### config.mk
export PLATFORM = sky130hd
export DESIGN_NAME = pipe_rca
export DESIGN_NICKNAME = d
export VERILOG_FILES = /design/src/rtl/pipe_rca_pkg.sv /design/src/rtl/fa.sv /design/src/rtl/rca_seg.sv /design/src/rtl/pipe_rca.sv
export SDC_FILE = /design/constraint.sdc
export NUM_CORES = 1
export LEC_CHECK = 0
export ABC_AREA = 1
export BUFFER_PORTS_ARGS = -buffer_cell sky130_fd_sc_hd__buf_4
export CORE_MARGIN = 2
export CORE_UTILIZATION = 57
export DETAILED_ROUTE_END_ITERATION = 10
export GPL_TIMING_DRIVEN = 0
export PLACE_DENSITY = 0.79
export SLEW_MARGIN = 15
export SYNTH_ARGS = -nofsm -noshare
export SYNTH_HDL_FRONTEND = slang
export SYNTH_SLANG_ARGS = --single-unit
### constraint.sdc
create_clock -name clk -period 2.6 [get_ports clk]
set_input_delay 0.26 -clock clk [delete_from_list [all_inputs] [get_ports clk]]
set_output_delay 0.26 -clock clk [all_outputs]
set_load 0.02 [all_outputs]
### src/rtl/pipe_rca_pkg.sv
// Shared configuration helpers for the pipelined ripple-carry adder/subtractor.
package pipe_rca_pkg;

  function automatic int unsigned nseg_f(input int unsigned width, input int unsigned seg_w);
    return width / seg_w;
  endfunction

  function automatic bit cfg_ok_f(input int unsigned width, input int unsigned seg_w);
    return (seg_w != 0) && (width >= seg_w) && ((width % seg_w) == 0);
  endfunction

endpackage

### src/rtl/fa.sv
// One-bit full adder cell.
module fa (
  input  logic a,
  input  logic b,
  input  logic ci,
  output logic s,
  output logic co
);
  assign s  = a ^ b ^ ci;
  assign co = (a & b) | (ci & (a ^ b));
endmodule

### src/rtl/rca_seg.sv
// Combinational SEG_W-bit ripple segment; also exposes the carry into its MSB.
module rca_seg #(
  parameter int unsigned SEG_W = 4
) (
  input  logic [SEG_W-1:0] a,
  input  logic [SEG_W-1:0] b,
  input  logic             cin,
  output logic [SEG_W-1:0] sum,
  output logic             cout,
  output logic             cmsb
);
  logic [SEG_W:0] c;

  assign c[0] = cin;

  for (genvar i = 0; i < SEG_W; i++) begin : g_fa
    fa u_fa (
      .a  (a[i]),
      .b  (b[i]),
      .ci (c[i]),
      .s  (sum[i]),
      .co (c[i+1])
    );
  end

  assign cout = c[SEG_W];
  assign cmsb = c[SEG_W-1];
endmodule

### src/rtl/pipe_rca.sv
// Pipelined ripple-carry adder/subtractor: one SEG_W-bit segment per stage,
// operands skewed forward, completed sum bits deskewed so Sum emerges whole.
module pipe_rca
  import pipe_rca_pkg::*;
#(
  parameter int unsigned WIDTH = 16,
  parameter int unsigned SEG_W = 4
) (
  input  logic             clk,
  input  logic             rst_n,
  input  logic             in_valid,
  output logic             in_ready,
  input  logic [WIDTH-1:0] A,
  input  logic [WIDTH-1:0] B,
  input  logic             Cin,
  input  logic             Sub,
  output logic             out_valid,
  input  logic             out_ready,
  output logic [WIDTH-1:0] Sum,
  output logic             Cout,
  output logic             Ovf
);
  localparam int unsigned NSEG = nseg_f(WIDTH, SEG_W);

  if (!cfg_ok_f(WIDTH, SEG_W)) begin : g_cfg_err
    $error("pipe_rca: WIDTH must be a non-zero multiple of SEG_W");
  end

  logic             adv;
  logic [WIDTH-1:0] b_eff;

  assign adv      = !out_valid || out_ready;
  assign in_ready = adv;
  assign b_eff    = Sub ? ~B : B;

  for (genvar k = 0; k < NSEG; k++) begin : g_stage
    localparam int unsigned DONE = (k + 1) * SEG_W;
    localparam int unsigned REM  = WIDTH - DONE;

    logic [SEG_W-1:0] seg_a, seg_b, seg_s;
    logic             seg_ci, seg_co, seg_cm, vld_in;
    logic [DONE-1:0]  sum_in, sum_d, sum_q;
    logic             c_d, c_q, vld_d, vld_q;

    if (k == 0) begin : g_head
      assign seg_a  = A[SEG_W-1:0];
      assign seg_b  = b_eff[SEG_W-1:0];
      assign seg_ci = Sub | Cin;
      assign vld_in = in_valid;
      assign sum_in = seg_s;
    end else begin : g_body
      assign seg_a  = g_stage[k-1].g_fwd.a_q[SEG_W-1:0];
      assign seg_b  = g_stage[k-1].g_fwd.b_q[SEG_W-1:0];
      assign seg_ci = g_stage[k-1].c_q;
      assign vld_in = g_stage[k-1].vld_q;
      assign sum_in = {seg_s, g_stage[k-1].sum_q};
    end

    rca_seg #(.SEG_W(SEG_W)) u_seg (
      .a    (seg_a),
      .b    (seg_b),
      .cin  (seg_ci),
      .sum  (seg_s),
      .cout (seg_co),
      .cmsb (seg_cm)
    );

    always_comb begin
      vld_d = vld_q;
      c_d   = c_q;
      sum_d = sum_q;
      if (adv) begin
        vld_d = vld_in;
        c_d   = seg_co;
        sum_d = sum_in;
      end
    end

    always_ff @(posedge clk or negedge rst_n) begin
      if (!rst_n) begin
        vld_q <= 1'b0;
        c_q   <= 1'b0;
        sum_q <= '0;
      end else begin
        vld_q <= vld_d;
        c_q   <= c_d;
        sum_q <= sum_d;
      end
    end

    if (REM > 0) begin : g_fwd
      // Only the not-yet-added upper operand bits travel on to the next stage.
      logic [REM-1:0] a_src, b_src, a_d, a_q, b_d, b_q;
      logic           cm_unused;

      assign cm_unused = seg_cm;

      if (k == 0) begin : g_src_head
        assign a_src = A[WIDTH-1:SEG_W];
        assign b_src = b_eff[WIDTH-1:SEG_W];
      end else begin : g_src_body
        assign a_src = g_stage[k-1].g_fwd.a_q[SEG_W +: REM];
        assign b_src = g_stage[k-1].g_fwd.b_q[SEG_W +: REM];
      end

      always_comb begin
        a_d = a_q;
        b_d = b_q;
        if (adv) begin
          a_d = a_src;
          b_d = b_src;
        end
      end

      always_ff @(posedge clk or negedge rst_n) begin
        if (!rst_n) begin
          a_q <= '0;
          b_q <= '0;
        end else begin
          a_q <= a_d;
          b_q <= b_d;
        end
      end
    end else begin : g_tail
      logic ovf_d, ovf_q;

      always_comb begin
        ovf_d = ovf_q;
        if (adv) ovf_d = seg_co ^ seg_cm;
      end

      always_ff @(posedge clk or negedge rst_n) begin
        if (!rst_n) ovf_q <= 1'b0;
        else        ovf_q <= ovf_d;
      end
    end
  end

  assign out_valid = g_stage[NSEG-1].vld_q;
  assign Sum       = g_stage[NSEG-1].sum_q;
  assign Cout      = g_stage[NSEG-1].c_q;
  assign Ovf       = g_stage[NSEG-1].g_tail.ovf_q;
endmodule

Word-level counts from Yosys, hierarchy flattened. Cells that the tools add are included. W data, S select, Z words.

Register bits after elaboration: 97. Bits in latches: 0. Bits in writable memories: 0. Bits in read-only memories: 0. Input port bits: 38. Output and inout port bits: 20. Word-level logic and storage cells: 105. Memories: 0.

Add/sub/neg operators: 0. $mul: 0. Div/mod/pow operators: 0. Magnitude comparators: 0. Eq/ne operators: 0. Shift operators: 0. Mux-type cells: 1. Bitwise gates (word level): 83. Reductions and logical operators: 2.

Operators with widths (count): $xor A1 B1 Y1 (33); $and A1 B1 Y1 (32); $or A1 B1 Y1 (17); $mux W16 (1); $not A16 Y16 (1); $logic_not A1 Y1 (1); $logic_or A1 B1 Y1 (1).

Logic depth before layout (Yosys ltp).
Depth after elaboration: 11. Mapped depth: 11. Depth with buffers taken out: 11.

Modules after synthesis. From an unflattened synthesis, not the netlist that was laid out.

Cell total of the unflattened synthesis: 465. Area total of the unflattened synthesis: 4182.8 um^2.

By module, submodules not included: pipe_rca (times used 1, cells an instance 449, area each 3862.5 um^2, sequential area each 2427.3 um^2); fa (times used 16, cells an instance 1, area each 20.0 um^2, sequential area each 0.0 um^2).

Worst setup path before layout. OpenSTA, ideal clock, no wires.

Path type: input to register. Start point: input port Sub. End point: register g_stage[0].sum_q[3]. Data arrival time: 2.458 ns. Required time: 2.474 ns. Path slack: 0.016 ns. Stages: 10. Buffers on the path: 2. Path through: buf_2 buf_2 xnor2_1 fa_1 fa_1 fa_1 inv_1 fa_1 nand2_1 o21ai_0.

Cells in the longest elaborated chain, start to end: 9.

RTL lines: start: declaration (line pipe_rca.sv:16) `input logic Sub,`; $mux W16 (line pipe_rca.sv:34) `assign b_eff = Sub ? ~B : B;`; $xor A1 B1 Y1 (line fa.sv:10) `assign co = (a & b) | (ci & (a ^ b));`; $and A1 B1 Y1 (line fa.sv:10); $or A1 B1 Y1 (line fa.sv:10); $and A1 B1 Y1 (line fa.sv:10); $or A1 B1 Y1 (line fa.sv:10); $and A1 B1 Y1 (line fa.sv:10); $or A1 B1 Y1 (line fa.sv:10); $xor A1 B1 Y1 * (line fa.sv:9) `assign s = a ^ b ^ ci;`; net g_stage[0].u_seg.g_fa[3].u_fa.s (line fa.sv:6) `output logic s,`; end signal: assignment (line pipe_rca.sv:87) `sum_q <= sum_d;`; end: declaration (line pipe_rca.sv:42) `logic [DONE-1:0] sum_in, sum_d, sum_q;`.

Mark *: on every way through the listed nets, which the timed path passes. The rest lies on a longest branch. A chain may end at the register's enable or synchronous reset.

Worst setup path in the final report. Ends and elaborated chain as after synthesis.

==> flow_summary.ini <==
[placement]
hpwlAfterDp_um = 6160
place_inst = 627
placement.setup.worst_slack_ns = -0.231
gp_congestion = 0.837
count_of_port_buffers_added_during_placement = 56

[clock_tree]
numCtsBuffers = 9
cts_num_sinks = 97
cts_tree = done
cts-root-to-sink-buffers = 2
worst_setup_hold_path_clk_slew_ns = 0.09
ctsResizeCount = 0
clock_insertion_delay_worst_skew_ns = 0.37
cts_setup_buffers = 0
clk_root_buffer_cell = clkbuf_8
cts.htree.levels = 3
cts_hold_buffers = 0

[route]
antenna_left = 0
first_iter_violations = 198
postRouteWirelength_um = 8520
vias_cell = 4.88
dr.pass1.iters = 4
route.detailed.drc = 0
via_count = 3133
post_drt_wl_per_cell_um = 13.3

[timing]
finalHoldViolCount = 48
final_min_period_over_clock_period_pct = 94.0
setup_ws_final_ns = 0.157
setup_repair_after_global_routing_missed_its_margin = false
maxSlewHeadroom_pct = 44.3
slew_viol_final = 0
timing.clock.skew_ns = 0.00741
timing.fmax_mhz = 409
worstMarginPinSlew_ns = 0.836
finalWorstPathRequiredPeriod_ns = 2.44
setup_viol = 0
holdWs_ns = -0.0312

[layout]
multi_input_comb_area_um2 = 1500
design.final.nets = 593
area_growth_syn_to_layout_pct = 17.3
final_cell_count_no_fill = 642
final_layout_size_suffix_gt1_share_pct = 16.9
register_area_um2 = 2430
diodes = 0
fill_cells = 612

[floorplan]
floorplan.die_area_um2 = 8110
die_y_um = 90.1
boundaryPins = 58
rows = 31
die_w_um = 90.1
starting_density_pct = 58.5
design.core.area_um2 = 7210

[setup_path]
worst-endpoint-arrival_ns = 2.70
startpoint_type = input port
worstPathMaxFanout = 10
worst-endpoint-required_ns = 2.85
worst_setup_path_end_kind = register
timing_worst_setup_path_type = in -> reg

[logic_synthesis]
ys_warn_count = 0
synthDistinctLibCells = 15
synth-seq-area-share_pct = 57.5
syn_nets = 526
synthCells = 472
syn_area_per_cell_um2 = 8.95
yosys.area.top_type_share_pct = 57.5
post_synth_instance_area_um2 = 4220
synth.ff_latch_count = 97
netlist_top_cells_area = dfrtp_1 (57%), nand2_1 (21%), fa_1 (7.6%)
area_leader_netlist = dfrtp_1

[hold_path]
hold_class = in -> async

[power]
p_per_area_nw_per_um2 = 1120
p_leak_nw = 2.70
max-vdd-ir-drop_mv = 0.645

[grt]
grt_first_pass_wirelength_um = 14600
grt_pass1_vias = 3151
antenna_found_initial = 0
overflow = 0
grt_max_degree = 98
grt.total_usage_pct = 23.0

[status]
run_status = finished, violations left
failing_checks = negative hold slack

[job]
max_cap_viol_count = 0
[Yosys cell counts]
cell type and number:
buf_2 12, buf_4 7, clkbuf_1 4, dfrtp_1 97
fa_1 16, inv_1 45, inv_2 1, nand2_1 238
nand2_2 1, nand3_1 13, nor2_1 1, nor2_4 1
o21ai_0 32, xnor2_1 3, xor2_1 1
[power by group]
| part | internal [mW] | total [mW] | switching [mW] |
|---|---|---|---|
| Combinational | 0.834 | 2.10 | 1.26 |
| Sequential | 2.18 | 2.54 | 0.367 |
| Clock | 0.420 | 0.917 | 0.497 |
| Total | 3.43 | 5.56 | 2.13 |
[final timing paths]
path / start / end / slack, ns / cells after the start
worst max-delay path: Sub / g_stage[0].sum_q[3]$_DFFE_PN0P_ / 0.16 / 10
worst min-delay path: rst_n / Sum[2]$_DFFE_PN0P_ / -0.03 / 1
worst max register to register: g_stage[2].c_q$_DFFE_PN0P_ / Sum[15]$_DFFE_PN0P_ / 0.21 / 8
worst min register to register: g_stage[2].vld_q$_DFFE_PN0P_ / out_valid$_DFFE_PN0P_ / 0.46 / 2
max in group asynchronous: rst_n / g_stage[0].g_fwd.b_q[4]$_DFFE_PN0P_ / 2.08 / 1
min in group clk: in_valid / g_stage[0].vld_q$_DFFE_PN0P_ / 0.09 / 3
[sequential cells by signal, summed over array words and instances, names as in the netlist]
signal,flops
Ovf,1
g_stage.sum_q,24
g_stage.g_fwd.b_q,24
g_stage.c_q,3
Sum,16
out_valid,1
Cout,1
g_stage.g_fwd.a_q,24
g_stage.vld_q,3
[final cells by class]
type,count,share of cell area (%)
clock inverter,2,0.253
clock buffer,13,3.41
buffer,23,2.58
inverter,46,3.49
timing repair buffer,56,8.56
multi-input combinational,306,30.2
tap,99,2.50
sequential,97,49.0
[routing by layer]
metal  vias to the layer above  track usage (%)  wire (um)
met5                         -                0          0
li1                       1540                -          -
met1                      1489             31.2       3670
met2                        85             36.3       4130
met3                        19             3.86        536
met4                         0             11.5        184
[cells in the final DEF, fill, tap and decap left out, drive strengths merged]
master    instances
xor2              1
nand3            13
buf              75
fa               16
nor2              2
clkinvlp          1
inv              46
o21ai            32
nand2           239
xnor2             3
clkinv            1
dfrtp            97
clkbuf           17
[critical path: stages]
cell and delay (ns):
buf_2 0.16, buf_2 0.30, xnor2_1 0.14, fa_1 0.43, fa_1 0.40, fa_1 0.36, inv_1 0.08, fa_1 0.42
nand2_1 0.08, o21ai_0 0.07
[kinds of logic (layout without fill, tap and decap cells)]
family          after synthesis  after routing  share of synthesized area (%)
flops                        97             97                           57.5
simple gates                254            254                           23.2
xor+xnor                      4              4                          0.830
buf+inv                      69            140                           7.11
fa+ha+maj                    16             16                           7.59
compound gates               32             32                           3.79
[metrics by stage]
| step | power (mW) | util (%) | cell area [um^2] | TNS [ns] |
|---|---|---|---|---|
| finish | 5.56 | 68.6 | 4950 | 0 |
| detailed placement | 4.68 | 66.1 | 4770 | -0.231 |
| CTS | 5.59 | 68.6 | 4950 | 0 |
| global placement | 4.56 | 66.1 | 4770 | -0.169 |
| global route | 6.04 | 68.6 | 4950 | 0 |
| floorplan | 3.89 | - | 4220 | 0 |
Note: power is estimated with default switching activity, not from simulation.
